<file path="src/rtl/ws2812_pkg.sv">
// ws2812_pkg
// Timing constants and shared types for the WS2812 line. The strip
// driver and the receiver both use these values. The timing constants
// assume a 50 MHz clk.
//   BIT_THRESH   : a high pulse at least this many cycles long decodes as 1
//   MIN_HIGH     : high pulses shorter than this are treated as glitches
//   RESET_CYCLES : a low level at least this long is a latch gap
//   NUM_LEDS     : number of pixels in the strip (addresses 1..NUM_LEDS)
package ws2812_pkg;

    localparam int BIT_THRESH   = 30;
    localparam int MIN_HIGH     = 5;
    localparam int RESET_CYCLES = 2500;
    localparam int NUM_LEDS     = 60;

    localparam int WORD_W = 24;
    localparam int ADDR_W = 6;
    localparam int CNT_W  = 12;
    localparam int BCNT_W = 5;

    typedef enum logic [1:0] {
        WAIT_IDLE = 2'd0,
        LOW       = 2'd1,
        HIGH      = 2'd2
    } rx_state_t;

endpackage

</file>
<file path="src/rtl/ws2812_pulse_meas.sv">
// ws2812_pulse_meas
// Synchronises the raw strip line, detects edges and measures how long
// the current level has lasted.
//   clk, reset   : system clock, synchronous active-high reset
//   din          : asynchronous strip line
//   rise, fall   : one-cycle pulses on synchronised edges
//   width        : at a fall, the width of the high pulse that just ended;
//                  otherwise the cycles elapsed in the current level (saturating)
//   low_timeout  : line has been low for at least RESET_CYCLES
//   low_gap      : one-cycle pulse when the low level reaches RESET_CYCLES
//   high_timeout : line has been high for at least RESET_CYCLES
module ws2812_pulse_meas
    import ws2812_pkg::*;
(
    input  logic             clk,
    input  logic             reset,
    input  logic             din,
    output logic             rise,
    output logic             fall,
    output logic [CNT_W-1:0] width,
    output logic             low_timeout,
    output logic             low_gap,
    output logic             high_timeout
);

    // The edge cycle itself counts as 1, so a steady level of duration d
    // reaches d-1 on its last cycle and a fall reads the full high width.
    localparam logic [CNT_W-1:0] TIMEOUT = CNT_W'(RESET_CYCLES - 1);

    logic             sync_1;
    logic             sync_2;
    logic             prev;
    logic [CNT_W-1:0] cnt;

    always_ff @(posedge clk) begin
        if (reset) begin
            sync_1 <= 1'b0;
            sync_2 <= 1'b0;
            prev   <= 1'b0;
            cnt    <= '0;
        end else begin
            sync_1 <= din;
            sync_2 <= sync_1;
            prev   <= sync_2;
            if (sync_2 != prev) begin
                cnt <= CNT_W'(1);
            end else if (cnt != '1) begin
                cnt <= cnt + CNT_W'(1);
            end
        end
    end

    assign rise  = sync_2 & ~prev;
    assign fall  = ~sync_2 & prev;
    assign width = cnt;

    // Qualified with prev so the stale count of the previous level is
    // never mistaken for a timeout on the edge cycle.
    assign low_timeout  = ~sync_2 & ~prev & (cnt >= TIMEOUT);
    assign low_gap      = ~sync_2 & ~prev & (cnt == TIMEOUT);
    assign high_timeout = sync_2 & prev & (cnt >= TIMEOUT);

endmodule

</file>
<file path="src/rtl/ws2812_rx.sv">
// ws2812_rx
// WS2812 (NRZ, GRB) stream decoder. Reassembles 24-bit pixel words from
// high-pulse widths and writes them out on an addr/data/wen port.
//   clk, reset : system clock, synchronous active-high reset
//   din        : asynchronous strip line
//   addr       : pixel index 1..NUM_LEDS of the current write
//   data       : pixel word {G,R,B}; first received bit in data[23]
//   wen        : one-cycle write strobe
//   frame_done : one-cycle pulse on a latch gap after received bits
//   pix_count  : pixels written in the last completed frame
//   frame_err  : one-cycle pulse when a frame ends with a partial pixel
//   overflow   : sticky until the next frame_done; more than NUM_LEDS pixels
module ws2812_rx
    import ws2812_pkg::*;
(
    input  logic              clk,
    input  logic              reset,
    input  logic              din,
    output logic [ADDR_W-1:0] addr,
    output logic [WORD_W-1:0] data,
    output logic              wen,
    output logic              frame_done,
    output logic [ADDR_W-1:0] pix_count,
    output logic              frame_err,
    output logic              overflow
);

    localparam logic [CNT_W-1:0]  THRESH_W  = CNT_W'(BIT_THRESH);
    localparam logic [CNT_W-1:0]  MIN_W     = CNT_W'(MIN_HIGH);
    localparam logic [ADDR_W-1:0] LEDS_A    = ADDR_W'(NUM_LEDS);
    localparam logic [BCNT_W-1:0] LAST_BIT  = BCNT_W'(WORD_W - 1);

    logic             rise, fall, low_timeout, low_gap, high_timeout;
    logic [CNT_W-1:0] width;

    ws2812_pulse_meas u_meas (
        .clk          (clk),
        .reset        (reset),
        .din          (din),
        .rise         (rise),
        .fall         (fall),
        .width        (width),
        .low_timeout  (low_timeout),
        .low_gap      (low_gap),
        .high_timeout (high_timeout)
    );

    rx_state_t         state, state_n;
    logic [BCNT_W-1:0] bit_cnt, bit_cnt_n;
    logic [WORD_W-1:0] shift, shift_n, word;
    logic [ADDR_W-1:0] pix_idx, pix_idx_n;
    logic              active, active_n;
    logic [ADDR_W-1:0] addr_n, pix_count_n;
    logic [WORD_W-1:0] data_n;
    logic              wen_n, frame_done_n, frame_err_n, overflow_n;

    always_ff @(posedge clk) begin
        if (reset) begin
            state      <= WAIT_IDLE;
            bit_cnt    <= '0;
            shift      <= '0;
            pix_idx    <= '0;
            active     <= 1'b0;
            addr       <= '0;
            data       <= '0;
            wen        <= 1'b0;
            frame_done <= 1'b0;
            pix_count  <= '0;
            frame_err  <= 1'b0;
            overflow   <= 1'b0;
        end else begin
            state      <= state_n;
            bit_cnt    <= bit_cnt_n;
            shift      <= shift_n;
            pix_idx    <= pix_idx_n;
            active     <= active_n;
            addr       <= addr_n;
            data       <= data_n;
            wen        <= wen_n;
            frame_done <= frame_done_n;
            pix_count  <= pix_count_n;
            frame_err  <= frame_err_n;
            overflow   <= overflow_n;
        end
    end

    assign word = {shift[WORD_W-2:0], (width >= THRESH_W)};

    always_comb begin
        state_n      = state;
        bit_cnt_n    = bit_cnt;
        shift_n      = shift;
        pix_idx_n    = pix_idx;
        active_n     = active;
        addr_n       = addr;
        data_n       = data;
        wen_n        = 1'b0;
        frame_done_n = 1'b0;
        pix_count_n  = pix_count;
        frame_err_n  = 1'b0;
        overflow_n   = overflow;

        case (state)
            WAIT_IDLE: begin
                if (low_timeout) begin
                    state_n = LOW;
                end
            end
            LOW: begin
                if (rise) begin
                    state_n = HIGH;
                end else if (low_gap) begin
                    // low_gap is a single-cycle pulse, so this runs once per gap
                    if (active) begin
                        frame_done_n = 1'b1;
                        pix_count_n  = pix_idx;
                        overflow_n   = 1'b0;
                        frame_err_n  = (bit_cnt != '0);
                    end
                    bit_cnt_n = '0;
                    shift_n   = '0;
                    pix_idx_n = '0;
                    active_n  = 1'b0;
                end
            end
            HIGH: begin
                if (fall) begin
                    state_n = LOW;
                    if (width >= MIN_W) begin
                        active_n = 1'b1;
                        if (bit_cnt == LAST_BIT) begin
                            bit_cnt_n = '0;
                            shift_n   = '0;
                            if (pix_idx < LEDS_A) begin
                                pix_idx_n = pix_idx + ADDR_W'(1);
                                addr_n    = pix_idx + ADDR_W'(1);
                                data_n    = word;
                                wen_n     = 1'b1;
                            end else begin
                                overflow_n = 1'b1;
                            end
                        end else begin
                            bit_cnt_n = bit_cnt + BCNT_W'(1);
                            shift_n   = word;
                        end
                    end
                end else if (high_timeout) begin
                    // Stuck-high line: abandon the frame and realign on a gap.
                    state_n     = WAIT_IDLE;
                    frame_err_n = 1'b1;
                    bit_cnt_n   = '0;
                    shift_n     = '0;
                    pix_idx_n   = '0;
                    active_n    = 1'b0;
                end
            end
            default: begin
                state_n = WAIT_IDLE;
            end
        endcase
    end

endmodule

</file>
<file path="config.mk">
export PLATFORM = sky130hd
export DESIGN_NAME = ws2812_rx
export DESIGN_NICKNAME = d
export VERILOG_FILES = /design/src/rtl/ws2812_pkg.sv /design/src/rtl/ws2812_pulse_meas.sv /design/src/rtl/ws2812_rx.sv
export SDC_FILE = /design/constraint.sdc
export NUM_CORES = 1
export LEC_CHECK = 0
export CORE_ASPECT_RATIO = 0.6
export CORE_MARGIN = 2
export CORE_UTILIZATION = 30
export DETAILED_ROUTE_END_ITERATION = 8
export PLACE_DENSITY = 0.44
export SETUP_SLACK_MARGIN = 0.1
export SLEW_MARGIN = 25
export SYNTH_ARGS = -nofsm -noshare
export SYNTH_HDL_FRONTEND = slang
export SYNTH_SLANG_ARGS = --single-unit
</file>
<file path="constraint.sdc">
create_clock -name clk -period 5.8 [get_ports clk]
set_input_delay 0.87 -clock clk [delete_from_list [all_inputs] [get_ports clk]]
set_output_delay 0.87 -clock clk [all_outputs]
set_load 0.05 [all_outputs]
</file>
==> summary.txt, run 1 <==
Logic synthesis
  • Synth Warn #: 0
  • Syn Nets: 491
  • Most common cell in the netlist: dfxtp_1
  • Synth top area share: 0.454
  • FFs w/ async S/R, synth: 0
  • Synth area leader: dfxtp_1
  • Synth top area cells: dfxtp_1, nand2_1, a31o_1, ha_1, a21oi_1
  • Post-synthesis cell type count: 51
  • #FFs+latches synth: 92
  • Syn Area/Cell: 8.58 µm²
  • Post-synth EDFFs: 0
  • Commonest cells in the netlist: dfxtp_1, nand2_1, nor2_1
  • Mapped Area: 4060 µm²
  • Post-synthesis cell count: 473
  • Synth Flop Type: dfxtp_1
  • Seq/Total Area, Yosys: 0.454

Floorplanning
  • Core Box Area: 13000 µm²
  • Initial Util: 0.312
  • Die area: 14500 µm²
  • I/O pins: 43
  • Rows: 32
  • Die Ht: 94.1 µm
  • Die width: 154 µm

GRT
  • First-pass GRT wire length: 16900 µm
  • Remaining Overflow, GRT: 0
  • Total track usage: 0.149
  • Largest net degree at the start of global routing: 36
  • Number of global-route vias before repair: 3090
  • Initial antenna violation count: 0

Status
  • Status: finished, final reports clean

Drt
  • Via count: 3333
  • Drt wl/cell: 15.0 µm
  • Antenna-violating nets left: 0
  • DRC: 0
  • DR vias/cell: 4.95
  • Total length of routed wires: 10100 µm
  • Met3 routed WL: 461 µm
  • Met2 WL: 3770 µm
  • DRT Pass-1 Iters: 4
  • Initial DRC count: 159
  • Met1 WL: 5800 µm
  • Highest routed layer: met4

Final layout
  • Area Overhead vs Synth: 20.6%
  • N_diodes: 0
  • Layout net count: 517
  • Share of post-route cells with drive strength above 1: 0.0517
  • Utilization after layout: 0.376

Placement
  • Number of port buffers: 42
  • Place WS: 2.43 ns
  • RD Place Congestion: 0.782
  • Detailed placement HPWL: 6920 µm

Clocking
  • Clock Path Buffers: 2
  • CTS Sinks: 92
  • Number of H-tree levels: 3
  • Post-CTS Hold Buffers: 0
  • CTS tree: done
  • Root buffer cell: clkbuf_16
  • Post-cts repair resize count: 0
  • TritonCTS buffer count: 9
  • # Post-CTS Setup Buffers: 0
  • Later-pin clock latency in the skew report: 0.34 ns
  • Clock Pin Slew Worst Setup and Hold Paths: 0.07 ns

Critical path
  • Crit-path leading delay family: simple AND/OR/NAND/NOR gates
  • Crit-path cells: or3_1 > or4_4 > a32o_1 > buf_4 > or2_1 > a311o_1
  • CP Max Fanout: 28
  • Crit path depth: 6
  • R2R depth: 6
  • Critical path class: flip-flop to flip-flop
  • CP required: 6.03 ns
  • Setup crit end kind: flip-flop
  • Critical path buffers and inverters: 1
  • CP max stage cell: or2_1
  • Max stage delay on crit path: 0.59 ns
  • Critical Path Source Type: flip-flop
  • Crit path DAT: 3.29 ns

Flow run
  • Max-Cap Viols: 0

Power
  • Seq pwr share: 0.458
  • Sw frac: 0.255
  • Power share of the clock group: 0.448
  • P_sw: 0.000358 W
  • Leak: 1.74 nW
  • PD cells: 287 nW/µm²
  • Logic pwr share: 0.094
  • Max IR drop VDD: 132 µV
  • P_int: 0.00105 W

Timing
  • Finish-stage setup viols: 0
  • Max Freq: 327 MHz
  • Setup slack after layout: 2.74 ns
  • Setup TNS: 0 ns
  • Final hold vios: 0
  • Minimum clock period: 3.06 ns
  • Measured slew at the worst slew-check pin: 0.966 ns
  • Slew Limit Fails: 0
  • Worst Clk Skew: 0.00630 ns
  • Final Cycle Share: 0.527
  • Worst slew margin: 0.356
  • RSZ-0062 raised after global routing: no
  • WHS: 0.436 ns

Hold path
  • Hold Crit Depth: 1
  • Worst Hold Class: flip-flop to flip-flop
## path summary, 6_finish.rpt
| kind | from | endpoint | slack [ns] |
|---|---|---|---|
| worst max-delay path | u_meas.width[3]$_SDFFE_PP0P_ | pix_idx[4]$_SDFFE_PP0P_ | 2.74 |
| worst min-delay path | u_meas.sync_1$_SDFF_PP0_ | u_meas.sync_2$_SDFF_PP0_ | 0.44 |
| worst max register to register | u_meas.width[3]$_SDFFE_PP0P_ | pix_idx[4]$_SDFFE_PP0P_ | 2.74 |
| worst min register to register | u_meas.sync_1$_SDFF_PP0_ | u_meas.sync_2$_SDFF_PP0_ | 0.44 |
## power by group through the flow
stage               clock [W]  combinational, W  sequential [W]
detailed placement          0          0.000132        0.000658
CTS                  0.000653          0.000133        0.000643
global placement            0          0.000132        0.000657
finish               0.000629          0.000132        0.000643
global route         0.000678          0.000146        0.000644
floorplan                   0          0.000116        0.000656
## registers in the layout, summed over array words and instances (netlist names)
register	count
active	1
addr	6
bit_cnt	5
data	24
frame_done	1
frame_err	1
overflow	1
pix_count	6
pix_idx	6
shift	23
state	2
u_meas.prev	1
u_meas.sync_1	1
u_meas.sync_2	1
u_meas.width	12
wen	1
## layout make-up
class / count / area, µm²
Multi-Input combinational cell: 337 / 2030
Fill cell: 1308 / 8120
Tap cell: 170 / 213
Inverter: 12 / 45.0
Sequential cell: 92 / 1840
Clock buffer: 10 / 229
Timing Repair Buffer: 47 / 453
Clock inverter: 5 / 85.1
## stage by stage
step,area [µm²],total power [W],cells
floorplan,4060,0.000772,473
global placement,4580,0.000789,658
detailed placement,4580,0.000790,658
CTS,4890,0.00143,673
global route,4890,0.00147,673
finish,4890,0.00140,673
## logic make-up after synthesis
kind of cell,count (synthesis),synth area share
compound gates,93,0.163
xor+xnor,11,0.0237
fa+ha+maj,15,0.0463
buf+inv,44,0.0484
flops,92,0.454
mux,12,0.0299
simple gates,206,0.235
## worst register-to-register path, stage by stage (launching register included)
cell     delay, ns
dfxtp_1       0.34
or3_1         0.49
or4_4         0.58
a32o_1        0.23
buf_4         0.22
or2_1         0.60
a311o_1       0.49
## metal layers
metal / vias to the layer above / global-route usage
met3: 8 / 0.0415
met4: 0 / 0.0350
met1: 1562 / 0.231
met5: - / 0
met2: 62 / 0.197
li1: 1701 / -
## cells in the final DEF (no fill, tap or decap), drive strengths merged, types with 7 or more instances in the layout
cell type,netlist,final
a211oi,7,7
clkdlybuf4s50,0,41
and3,7,7
nor2,34,34
inv,12,13
dfxtp,92,92
nand2,88,88
clkbuf,25,10
xor2,9,9
mux2i,11,11
nor3,29,29
nand3,11,11
a31o,23,23
ha,15,15
a21oi,32,32
and2,9,9
No activity file was read; power rests on OpenSTA's default activity.
==> inputs of run 2 (changes only) <==
Clock period 5.8 ns to 3.1 ns, I/O delays scaled along.
==> summary.txt, run 2 (synthesis gave the netlist of run 1 again) <==
Timing
  • WHS: 0.450 ns (+0.0141 ns)
  • Worst slew margin: 0.563 (+0.207)
  • Setup TNS: 0 ns (unchanged)
  • Minimum clock period: 2.64 ns (-0.422 ns)
  • Final Cycle Share: 0.851 (+0.323)
  • Slew Limit Fails: 0 (unchanged)
  • Max Freq: 379 MHz (+16%)
  • RSZ-0062 raised after global routing: no
  • Measured slew at the worst slew-check pin: 0.656 ns (-0.310 ns)
  • Final hold vios: 0 (unchanged)
  • Finish-stage setup viols: 0 (unchanged)
  • Worst Clk Skew: 0.00524 ns (-0.00106 ns)

Final layout
  • Biggest register: data
  • Area occupied by multi-input gates: 2020 µm² (about the same)
  • Utilization after layout: 0.378 (+0.00231)
  • Max reg flops: 24 (unchanged)
  • N_diodes: 0 (unchanged)
  • Fill cells: 1340 (+2.4%)
  • Layout net count: 520 (+0.58%)
  • Area Overhead vs Synth: 21.3%
  • Commonest cells after routing, fill and taps aside: dfxtp_1, nand2_1, clkdlybuf4s50_1, nor2_1, a21oi_1
  • Reg area: 1840 µm² (unchanged)
  • Fin cells: 677 (+0.59%)
  • Commonest non-fill, non-tap cell in the layout: dfxtp_1
  • Share of post-route cells with drive strength above 1: 0.0572 (+0.00551)

Drt
  • Met1 WL: 6090 µm (+5.0%)
  • Total length of routed wires: 10500 µm (+3.3%)
  • Initial DRC count: 303 (+91%)
  • Met3 routed WL: 415 µm (-10%)
  • Via count: 3335 (+0.060%)
  • Met2 WL: 3910 µm (+3.9%)
  • DRT Pass-1 Iters: 4 (unchanged)
  • Antenna-violating nets left: 0 (unchanged)
  • DRC: 0 (unchanged)
  • Highest routed layer: met4
  • Drt wl/cell: 15.4 µm (+2.7%)
  • DR vias/cell: 4.93 (-0.53%)

GRT
  • Largest net degree at the start of global routing: 36 (unchanged)
  • Number of global-route vias before repair: 3150 (+1.9%)
  • Remaining Overflow, GRT: 0 (unchanged)
  • First-pass GRT wire length: 17400 µm (+3.0%)
  • Total track usage: 0.154 (+0.00487)
  • Initial antenna violation count: 0 (unchanged)

Floorplanning
  • Core Box Area: 13000 µm² (unchanged)
  • Die width: 154 µm (unchanged)
  • Rows: 32 (unchanged)
  • Die area: 14500 µm² (unchanged)
  • I/O pins: 43 (unchanged)
  • Die Ht: 94.1 µm (unchanged)
  • Initial Util: 0.312 (unchanged)

Clocking
  • CTS Sinks: 92 (unchanged)
  • Clock Path Buffers: 2 (unchanged)
  • Root buffer cell: clkbuf_16
  • CTS tree: done
  • TritonCTS buffer count: 9 (unchanged)
  • Number of H-tree levels: 3 (unchanged)
  • Clock Pin Slew Worst Setup and Hold Paths: 0.07 ns (about the same)
  • Post-CTS Hold Buffers: 0 (unchanged)
  • Post-cts repair resize count: 0 (unchanged)
  • # Post-CTS Setup Buffers: 0 (unchanged)
  • Later-pin clock latency in the skew report: 0.34 ns (about the same)

Power
  • Max IR drop VDD: 254 µV (+93%)
  • PnR Total Power: 0.00260 W (+85%)
  • Leak: 1.78 nW (+2.1%)
  • PD cells: 528 nW/µm² (+84%)

Critical path
  • R2R Path Start: u_meas.width[3]$_SDFFE_PP0P_
  • CP Max Fanout: 17 (-39%)
  • Crit path from: u_meas.width[3]$_SDFFE_PP0P_
  • R2r setup slk: 0.46 ns (-2.28 ns)
  • Critical Path Source Type: flip-flop
  • End of the worst register-to-register path: shift[19]$_SDFFE_PP0P_
  • R2R depth: 6 (unchanged)
  • Worst Setup EP: shift[19]$_SDFFE_PP0P_
  • Setup crit end kind: flip-flop
  • Critical path class: flip-flop to flip-flop
  • Crit path DAT: 2.87 ns (-0.42 ns)
  • CP required: 3.33 ns (-2.70 ns)

Placement
  • RD Place Congestion: 0.777 (-0.68%)
  • Placed cell count: 661 (+0.46%)
  • Detailed placement HPWL: 7240 µm (+4.7%)
  • Number of port buffers: 42 (unchanged)

Flow run
  • Max-Cap Viols: 0 (unchanged)

Hold path
  • Worst Hold Class: flip-flop to flip-flop

Status
  • Status: finished, final reports clean
-- run 2: cell count changes in the layout (fill, tap and decap cells not counted), sizes merged --
cell | previous run | this run
buf | 6 | 9
inv | 13 | 14
clkinv | 1 | 2
bufinv | 2 | 1
-- run 2: final cells by class --
cell class | count | area share
Multi-Input combinational cell | 337 | 0.411
Tap cell | 170 | 0.0432
Clock buffer | 10 | 0.0486
Sequential cell | 92 | 0.374
Clock inverter | 6 | 0.0145
Timing Repair Buffer | 50 | 0.0991
Inverter | 12 | 0.00915
-- run 2: worst min path at each step --
| stage | start | endpoint | cells past startpoint |
|---|---|---|---|
| 2_1_floorplan | u_meas.sync_1$_SDFF_PP0_ | u_meas.sync_2$_SDFF_PP0_ | 1 |
| 3_3_place_gp | u_meas.sync_1$_SDFF_PP0_ | u_meas.sync_2$_SDFF_PP0_ | 1 |
| 3_5_place_dp | u_meas.sync_1$_SDFF_PP0_ | u_meas.sync_2$_SDFF_PP0_ | 1 |
| 4_1_cts | u_meas.sync_1$_SDFF_PP0_ | u_meas.sync_2$_SDFF_PP0_ | 1 |
| 5_1_grt | u_meas.sync_1$_SDFF_PP0_ | u_meas.sync_2$_SDFF_PP0_ | 1 |
| 6_report | u_meas.sync_1$_SDFF_PP0_ | u_meas.sync_2$_SDFF_PP0_ | 1 |
-- run 2: report_power, final --
group          leakage [nW]  internal [W]  switching (W)
Combinational         0.884     0.0000647       0.000189
Sequential            0.742       0.00119      0.0000116
Clock                 0.151      0.000656       0.000487
Total                  1.78       0.00191       0.000688
-- run 2: per-layer routing --
| metal | up-vias | track usage |
|---|---|---|
| met5 | - | 0 |
| met4 | 0 | 0.0374 |
| met3 | 4 | 0.0411 |
| met2 | 57 | 0.203 |
| met1 | 1566 | 0.240 |
| li1 | 1708 | - |
-- run 2: metrics by stage --
step                setup slack, ns  cell area [µm²]
global route                  0.353             4920
finish                        0.463             4920
global placement              0.512             4610
floorplan                     0.603             4060
CTS                           0.465             4920
detailed placement            0.486             4610
-- run 2: worst max-delay path: stages, from the launching register on --
cell	delay, ns
dfxtp_1	0.34
or3_1	0.49
or4_4	0.58
a32o_1	0.24
or2_1	0.37
buf_4	0.28
a31o_1	0.23
